--- config.mk ---
export PLATFORM = sky130hd
export DESIGN_NAME = rcosc_1mhz_monitor
export DESIGN_NICKNAME = d
export VERILOG_FILES = /design/src/rtl/rcosc_1mhz_monitor.sv
export SDC_FILE = /design/constraint.sdc
export NUM_CORES = 1
export LEC_CHECK = 0
export ABC_CLOCK_PERIOD_IN_PS = 1600
export CAP_MARGIN = 25
export CORE_MARGIN = 2
export CORE_UTILIZATION = 53
export DETAILED_ROUTE_END_ITERATION = 8
export PLACE_DENSITY = 0.77
export RECOVER_POWER = 100
export SETUP_SLACK_MARGIN = 0.3
export SYNTH_ARGS = -nofsm -noshare
export SYNTH_HDL_FRONTEND = slang
export SYNTH_SLANG_ARGS = --single-unit
--- constraint.sdc ---
create_clock -name CLK -period 1.6 [get_ports CLK]
set_input_delay 0.32 -clock CLK [delete_from_list [all_inputs] [get_ports CLK]]
set_output_delay 0.32 -clock CLK [all_outputs]
set_load 0.05 [all_outputs]
--- src/rtl/rcosc_1mhz_monitor.sv ---
// rcosc_1mhz_monitor
//   Fabric-side monitor for the 1 MHz RC oscillator output. Synchronises the
//   oscillator into the CLK domain, emits a one-cycle TICK per rising edge,
//   measures the period in CLK cycles and tracks lock/fault status.
//
//   Build option: define RCOSC_MON_FREQ_CHECK_EN to enable period range
//   checking (fast/slow faults). When undefined, every period counts as good
//   and only stuck faults can occur.
//
// Ports
//   CLK            fabric clock
//   RESETN         asynchronous active-low reset
//   RCOSC_1MHZ_O2F oscillator output, asynchronous to CLK
//   FAULT_CLR      single-cycle request to leave FAULT
//   TICK           one-cycle pulse per detected oscillator rising edge
//   PERIOD         last measured period in CLK cycles (saturating)
//   PERIOD_VALID   one-cycle pulse when PERIOD updates
//   OSC_OK         high while locked
//   OSC_FAULT      high while faulted
//   FAULT_CODE     00 none, 01 stuck, 10 fast, 11 slow
`timescale 1ns/1ps
module rcosc_1mhz_monitor #(
  parameter int unsigned SYNC_STAGES = 2,
  parameter int unsigned CNT_W       = 12,
  parameter int unsigned PERIOD_MIN  = 45,
  parameter int unsigned PERIOD_MAX  = 55,
  parameter int unsigned TIMEOUT     = 200,
  parameter int unsigned LOCK_COUNT  = 4
) (
  input  logic             CLK,
  input  logic             RESETN,
  input  logic             RCOSC_1MHZ_O2F,
  input  logic             FAULT_CLR,
  output logic             TICK,
  output logic [CNT_W-1:0] PERIOD,
  output logic             PERIOD_VALID,
  output logic             OSC_OK,
  output logic             OSC_FAULT,
  output logic [1:0]       FAULT_CODE
);

  localparam int unsigned GoodW = $clog2(LOCK_COUNT + 1);

  localparam logic [1:0] StWaitFirst = 2'd0;
  localparam logic [1:0] StMeasure   = 2'd1;
  localparam logic [1:0] StLocked    = 2'd2;
  localparam logic [1:0] StFault     = 2'd3;

  localparam logic [1:0] CodeNone  = 2'b00;
  localparam logic [1:0] CodeStuck = 2'b01;
  localparam logic [1:0] CodeFast  = 2'b10;
  localparam logic [1:0] CodeSlow  = 2'b11;

`ifdef RCOSC_MON_FREQ_CHECK_EN
  localparam bit FreqCheckEn = 1'b1;
`else
  localparam bit FreqCheckEn = 1'b0;
`endif

  localparam logic [CNT_W-1:0] CntMax  = '1;
  localparam logic [CNT_W-1:0] CntOne  = CNT_W'(1);
  localparam logic [CNT_W-1:0] Timeout = CNT_W'(TIMEOUT);
  localparam logic [CNT_W:0]   PerMin  = (CNT_W + 1)'(PERIOD_MIN);
  localparam logic [CNT_W:0]   PerMax  = (CNT_W + 1)'(PERIOD_MAX);
  localparam logic [GoodW-1:0] GoodOne = GoodW'(1);
  localparam logic [GoodW-1:0] GoodLck = GoodW'(LOCK_COUNT);

  logic [SYNC_STAGES-1:0] sync_q;
  logic                   dly_q;
  logic                   rise;
  logic [CNT_W-1:0]       cnt_q, cnt_d;
  logic [CNT_W:0]         meas;
  logic [CNT_W-1:0]       period_meas;
  logic                   range_ok, in_range, too_fast, stuck, load_period, clr_cnt;
  logic [1:0]             state_q, state_d;
  logic [1:0]             code_q, code_d;
  logic [GoodW-1:0]       good_q, good_d, good_inc;

  assign rise = sync_q[SYNC_STAGES-1] & ~dly_q;

  // CNT+1 carried one bit wider so the range compare never wraps.
  assign meas        = {1'b0, cnt_q} + {1'b0, CntOne};
  assign period_meas = (cnt_q == CntMax) ? CntMax : meas[CNT_W-1:0];
  assign range_ok    = (meas >= PerMin) && (meas <= PerMax);
  assign too_fast    = meas < PerMin;
  assign in_range    = ~FreqCheckEn | range_ok;
  assign stuck       = (cnt_q == Timeout) && !rise;
  assign load_period = rise && (state_q != StWaitFirst);
  assign good_inc    = good_q + GoodOne;

  always_comb begin
    state_d = state_q;
    code_d  = code_q;
    good_d  = good_q;
    clr_cnt = 1'b0;
    unique case (state_q)
      StWaitFirst: begin
        if (rise) begin
          state_d = StMeasure;
          good_d  = '0;
        end else if (stuck) begin
          state_d = StFault;
          code_d  = CodeStuck;
        end
      end
      StMeasure: begin
        if (rise) begin
          if (in_range) begin
            good_d = good_inc;
            if (good_inc == GoodLck) state_d = StLocked;
          end else begin
            good_d = '0;
          end
        end else if (stuck) begin
          state_d = StFault;
          code_d  = CodeStuck;
        end
      end
      StLocked: begin
        if (rise) begin
          if (!in_range) begin
            state_d = StFault;
            code_d  = too_fast ? CodeFast : CodeSlow;
          end
        end else if (stuck) begin
          state_d = StFault;
          code_d  = CodeStuck;
        end
      end
      StFault: begin
        if (FAULT_CLR) begin
          state_d = StWaitFirst;
          code_d  = CodeNone;
          clr_cnt = 1'b1;
        end
      end
      default: state_d = StWaitFirst;
    endcase
  end

  always_comb begin
    cnt_d = cnt_q;
    if (rise || clr_cnt) begin
      cnt_d = '0;
    end else if (cnt_q != CntMax) begin
      cnt_d = cnt_q + CntOne;
    end
  end

  always_ff @(posedge CLK or negedge RESETN) begin
    if (!RESETN) begin
      sync_q       <= '0;
      dly_q        <= 1'b0;
      cnt_q        <= '0;
      state_q      <= StWaitFirst;
      code_q       <= CodeNone;
      good_q       <= '0;
      TICK         <= 1'b0;
      PERIOD       <= '0;
      PERIOD_VALID <= 1'b0;
      OSC_OK       <= 1'b0;
      OSC_FAULT    <= 1'b0;
      FAULT_CODE   <= CodeNone;
    end else begin
      sync_q       <= {sync_q[SYNC_STAGES-2:0], RCOSC_1MHZ_O2F};
      dly_q        <= sync_q[SYNC_STAGES-1];
      cnt_q        <= cnt_d;
      state_q      <= state_d;
      code_q       <= code_d;
      good_q       <= good_d;
      TICK         <= rise;
      PERIOD_VALID <= load_period;
      if (load_period) PERIOD <= period_meas;
      // Status outputs lag the state register by one cycle; the code is
      // delayed with them so all three move together.
      OSC_OK       <= (state_q == StLocked);
      OSC_FAULT    <= (state_q == StFault);
      FAULT_CODE   <= code_q;
    end
  end

endmodule
; Yosys cells after proc, flatten, opt, wreduce, memory -nomap -nowiden
; Index checks and enable logic that the tools add are counted.
; Widths: inputs -> output; s select.
[totals]
regBits = 40
latch_bits = 0
ramBits = 0
romBits = 0
inputBits = 4
n_memories = 0
[op_classes]
addsub = 3
multipliers = 0
div_mod_pow = 0
n_lt_le_gt_ge = 0
eq_ne = 14
n_shift = 0
n_mux = 18
bitwise_logic = 2
reduce_logical = 12
[op_table]
columns = op, count
row1 = $mux 12, 3
row2 = $add 12x1->12 const B, 2
row3 = $mux 2, 8
row4 = $eq 12x12->1 const B, 1
row5 = $eq 12x8->1 const B, 1
row6 = $ne 12x12->1 const B, 1
row7 = $ne 2x2->1 const B, 5
row8 = $reduce_and 3->1, 3
row9 = $pmux 2 s4, 1
row10 = $mux 3, 2
row11 = $pmux 3 s2, 1
row12 = $reduce_bool 2->1, 3
row13 = $eq 2x2->1 const B, 2
row14 = $pmux 2 s2, 1
row15 = $add 3x1->3 const B, 1
row16 = $eq 3x3->1 const B, 1
row17 = $ne 3x3->1 const B, 1
row18 = $reduce_or 3->1, 1
row19 = $eq 2x1->1 const B, 1
row20 = $logic_and 1x1->1, 2
row21 = $logic_not 2->1, 1
row22 = $mux 1, 2
row23 = $ne 2x1->1 const B, 1
row24 = $and 1x1->1, 1
row25 = 3 further kinds, 3

; Logic depth before layout (Yosys ltp)
[logic_depth]
ltp_word = 7
mapped_depth = 6

; Least setup slack after synthesis
; Ideal clock, no wire load.
[synth_path]
kind = reg2reg
from = reg cnt_q[0]
to = reg cnt_q[1]
setup_ns = 0.121
arrival_time_ns = 1.372
required_ns = 1.479
path_slack_ns = 0.107
stages_incl_launch_ff = 6
n_path_buf = 0
path_cell_list = dfrtp_1 ha_1 nand2_2 nor4_4 mux2i_1 nor2_1
[synth_via]
elab_chain_cells = 3
elab_cells_between_ends = 5
classes_between = add/sub (1) / eq/ne (1) / mux (2) / reduce/logical (1)
[synth_lines]
columns = item, line
row1 = start: declaration, 71  ; logic [CNT_W-1:0] cnt_q, cnt_d;
row2 = start signal: assignment, 167  ; cnt_q <= cnt_d;
row3 = $add 12x1->12, 146  ; cnt_d = cnt_q + CntOne;
row4 = $mux 12, 145  ; end else if (cnt_q != CntMax) begin
row5 = $mux 12, 143  ; if (rise || clr_cnt) begin
; Several ways; a longest one is shown, not always the timed one. The select of a mux whose other input is x is not followed.
; A chain may end at the register's enable or synchronous reset.

; Worst setup path in the final report
[layout_path]
from = reg cnt_q[4]
to = reg cnt_q[11]
; Same word-level chain as after synthesis.

==> key figures <==
Run status
  • Status: completed

Setup path
  • Slack of the worst reg-to-reg path: 0.07 ns
  • Length in cells of the worst reg-to-reg path: 4
  • Max FO, Critical Path: 4
  • CP startpoint: cnt_q[4]
  • CP startpoint kind: register
  • Worst Path Arrival: 1.75 ns
  • Reg-to-reg endpoint: cnt_q[11]
  • Worst Setup End Kind: register
  • Critical Path RT: 1.83 ns
  • Setup CP Type: register to register
  • Worst r2r src: cnt_q[4]

Logic synthesis
  • Synthesized Nets: 172
  • Largest family of logic cells by synthesized area: simple AND/OR/NAND/NOR gates
  • XOR/XNOR Fraction of Synth Area: 3.00%
  • Simple-Gate Fraction of Synth Area: 24.4%
  • Yosys top cell by area: dfrtp_1
  • Top-area cell type share of the netlist area: 54.3%
  • Yosys warning count: 0
  • Ys flop type: dfrtp_1
  • Synthesized cell area: 0.00175 mm^2
  • EDFF count, synth: 0
  • Post-synth cell types: 38
  • Ranking of synthesized cells by area: dfrtp_1 54%, nor4_4 4.9%, nand2_1 4.3%
  • Synth Area in Adders: 2.86%
  • Register area share after synthesis: 54.3%
  • Syn avg cell area: 10.7 um^2
  • Ys async rst share: 100%
  • Flops & latches, synth: 38
  • Compound-Gate Fraction of Synth Area: 9.86%
  • Cells after Synth: 164
  • Post-synthesis mux area share: 2.29%

Clocking
  • Clock buffer count from CTS: 5
  • Clk Latency, worst-skew pair: 0.35 ns
  • Longest Clk Path Bufs: 2
  • Worst-path clk slew: 0.11 ns
  • H-tree depth: 2
  • Clock Tree Root: clkbuf_4
  • CTS Sinks: 38
  • TritonCTS clock tree: done

Detailed routing
  • Via Count: 1426
  • DRC errors left: 0
  • WL final: 4270 um
  • DRT Pass-1 Iters: 4
  • Post-detailed-route wirelength per cell: 16.9 um
  • DR iter-0 viols: 92
  • Vias per cell: 5.64
  • DRT antenna net count: 0

Floorplanning
  • CORE AREA: 0.00310 mm^2
  • Die ar.: 0.00378 mm^2
  • Chip width: 61.5 um
  • Die height: 61.5 um
  • I/O pin total: 22
  • Initial core utilization: 56.5%
  • Row Count: 20

Power
  • Peak VDD IR: 0.823 mV
  • Psw: 1.34 mW
  • Leakage: 1.07 nW
  • Switch share: 42.0%
  • Sequential Power Share: 42.6%
  • Combinational Power Share: 41.3%
  • Clock power frac: 16.0%
  • PwrDens: 1360 mW/mm^2
  • P_int: 1.86 mW

Global routing
  • Antenna violations before repair: 0
  • GRT Total Usage: 23.3%
  • Largest net degree at the start of global routing: 22
  • First-pass GRT wire length: 6330 um
  • Vias in the first global route: 1334
  • GRT overflow: 0

STA
  • Fmax: 0.655 GHz
  • Worst hold slack: 0.360 ns
  • RSZ-0062 raised after global routing: true
  • Final worst path period share: 95.4%
  • Fin crit period: 1.53 ns
  • Slew at the pin closest to its max-slew limit: 0.509 ns
  • Slew HR: 66.1%
  • Setup_tns: 0 ns
  • Slew Viols, Final: 0
  • Final hold viol count: 0
  • Setup violators final: 0
  • Clock Skew: 0.0204 ns

Final layout
  • Highest-count cells in the layout ignoring fill and taps: 29 x dfrtp_1, 19 x nand2_1, 19 x clkbuf_2
  • Fin cells: 253
  • Share of layout cells above drive strength 1: 43.5%
  • Commonest non-fill, non-tap cell in the layout: dfrtp_1
  • Final core occ: 75.5%
  • Inserted Diodes: 0
  • Layout Nets: 216
  • Area growth syn-to-layout: 33.8%

Place
  • Placed cell count: 226
  • # port buffers: 20
  • GP Congestion: 0.857
  • Dpl hpwl: 2340 um

Hold path
  • HP Start: sync_q[0]
  • Hold WC Path Type: register to register
  • Worst Hold Path EP: sync_q[1]
  • Hold path depth: 0

Run
  • Max-cap violations: 0
==> through the flow <==
step | instance area [um^2] | total power, mW | setup slack [ns]
after floorplan | 1780 | 2.10 | 0.166
after global placement | 2000 | 2.41 | 0.0977
after detailed placement | 2000 | 2.45 | 0.0523
after CTS | 2250 | 3.10 | 0.215
after global routing | 2340 | 3.38 | 0.0288
final | 2340 | 3.20 | 0.0729
==> sequential cells by signal, summed over array words and instances, names as in the netlist <==
name,cells
OSC_FAULT,1
PERIOD_VALID,1
TICK,1
sync_q,2
OSC_OK,1
FAULT_CODE,1
good_q,3
dly_q,1
cnt_q,12
state_q,2
PERIOD,12
code_q,1
==> how the worst max path moves through the flow <==
stage                endpoint
finish              cnt_q[11]
global route         cnt_q[9]
CTS                 PERIOD[7]
detailed placement   cnt_q[1]
global placement     cnt_q[1]
floorplan            cnt_q[1]
==> power groups by stage <==
stage | registers (mW) | logic [mW] | clock network (mW)
after floorplan | 1.66 | 0.441 | 0
after global placement | 1.34 | 1.07 | 0
after detailed placement | 1.35 | 1.10 | 0
after CTS | 1.35 | 1.22 | 0.526
after global routing | 1.39 | 1.42 | 0.575
final | 1.36 | 1.32 | 0.513
==> cells in the mapped netlist, drive strengths merged, types with 2 or more instances <==
cell type,number
a21oi,3
a22o,2
a22oi,2
a31oi,3
buf,4
clkbuf,2
dfrtp,38
ha,4
inv,4
mux2i,4
nand2,21
nand2b,6
nand3,6
nor2,20
nor2b,3
nor3,6
nor4,6
o21ai,15
xnor2,5
==> cells by family (layout without fill, tap and decap cells) <==
kind of cell | Yosys count | count (layout)
and+or+nand+nor | 72 | 73
DFF | 38 | 38
AOI/OAI and AO/OA | 28 | 28
buffers and inverters | 11 | 55
xor gates and xnor gates | 6 | 6
adders and majority gates | 4 | 4
muxes | 4 | 4
other | 1 | 1
==> cell type report <==
type                            count  area (um^2)
Sequential cell                    38          962
Multi-Input combinational cell    116          950
Fill cell                         225          759
Timing Repair Buffer               42          297
Clock buffer                        7         55.1
Tap cell                           44         55.1
Inverter                            5         20.0
Clock inverter                      1         5.00
==> critical path: stages (launching register included) <==
cell and delay (ns):
dfrtp_2 0.47, nand3_4 0.14, nor4_4 0.35, mux2i_1 0.36, nor2_1 0.09
==> what timing repair did <==
action | 4_1_cts | 5_1_grt
hold endpoints to repair | 17 | 0
pin swaps | 10 | 20
hold buffers | 1 | 0
gates resized for setup | 23 | 36
setup buffers | 11 | 6
setup endpoints to repair | 30 | 29
cloned | 1 | 0
==> per-layer routing <==
metal  wire, um  track usage [%]  part of all wire (%)
met5          0                0                     0
met4         85             10.0                   2.0
met3        286             4.83                   6.7
met2       2110             36.8                    49
met1       1790             31.1                    42
(Power assumes the default switching activity.)
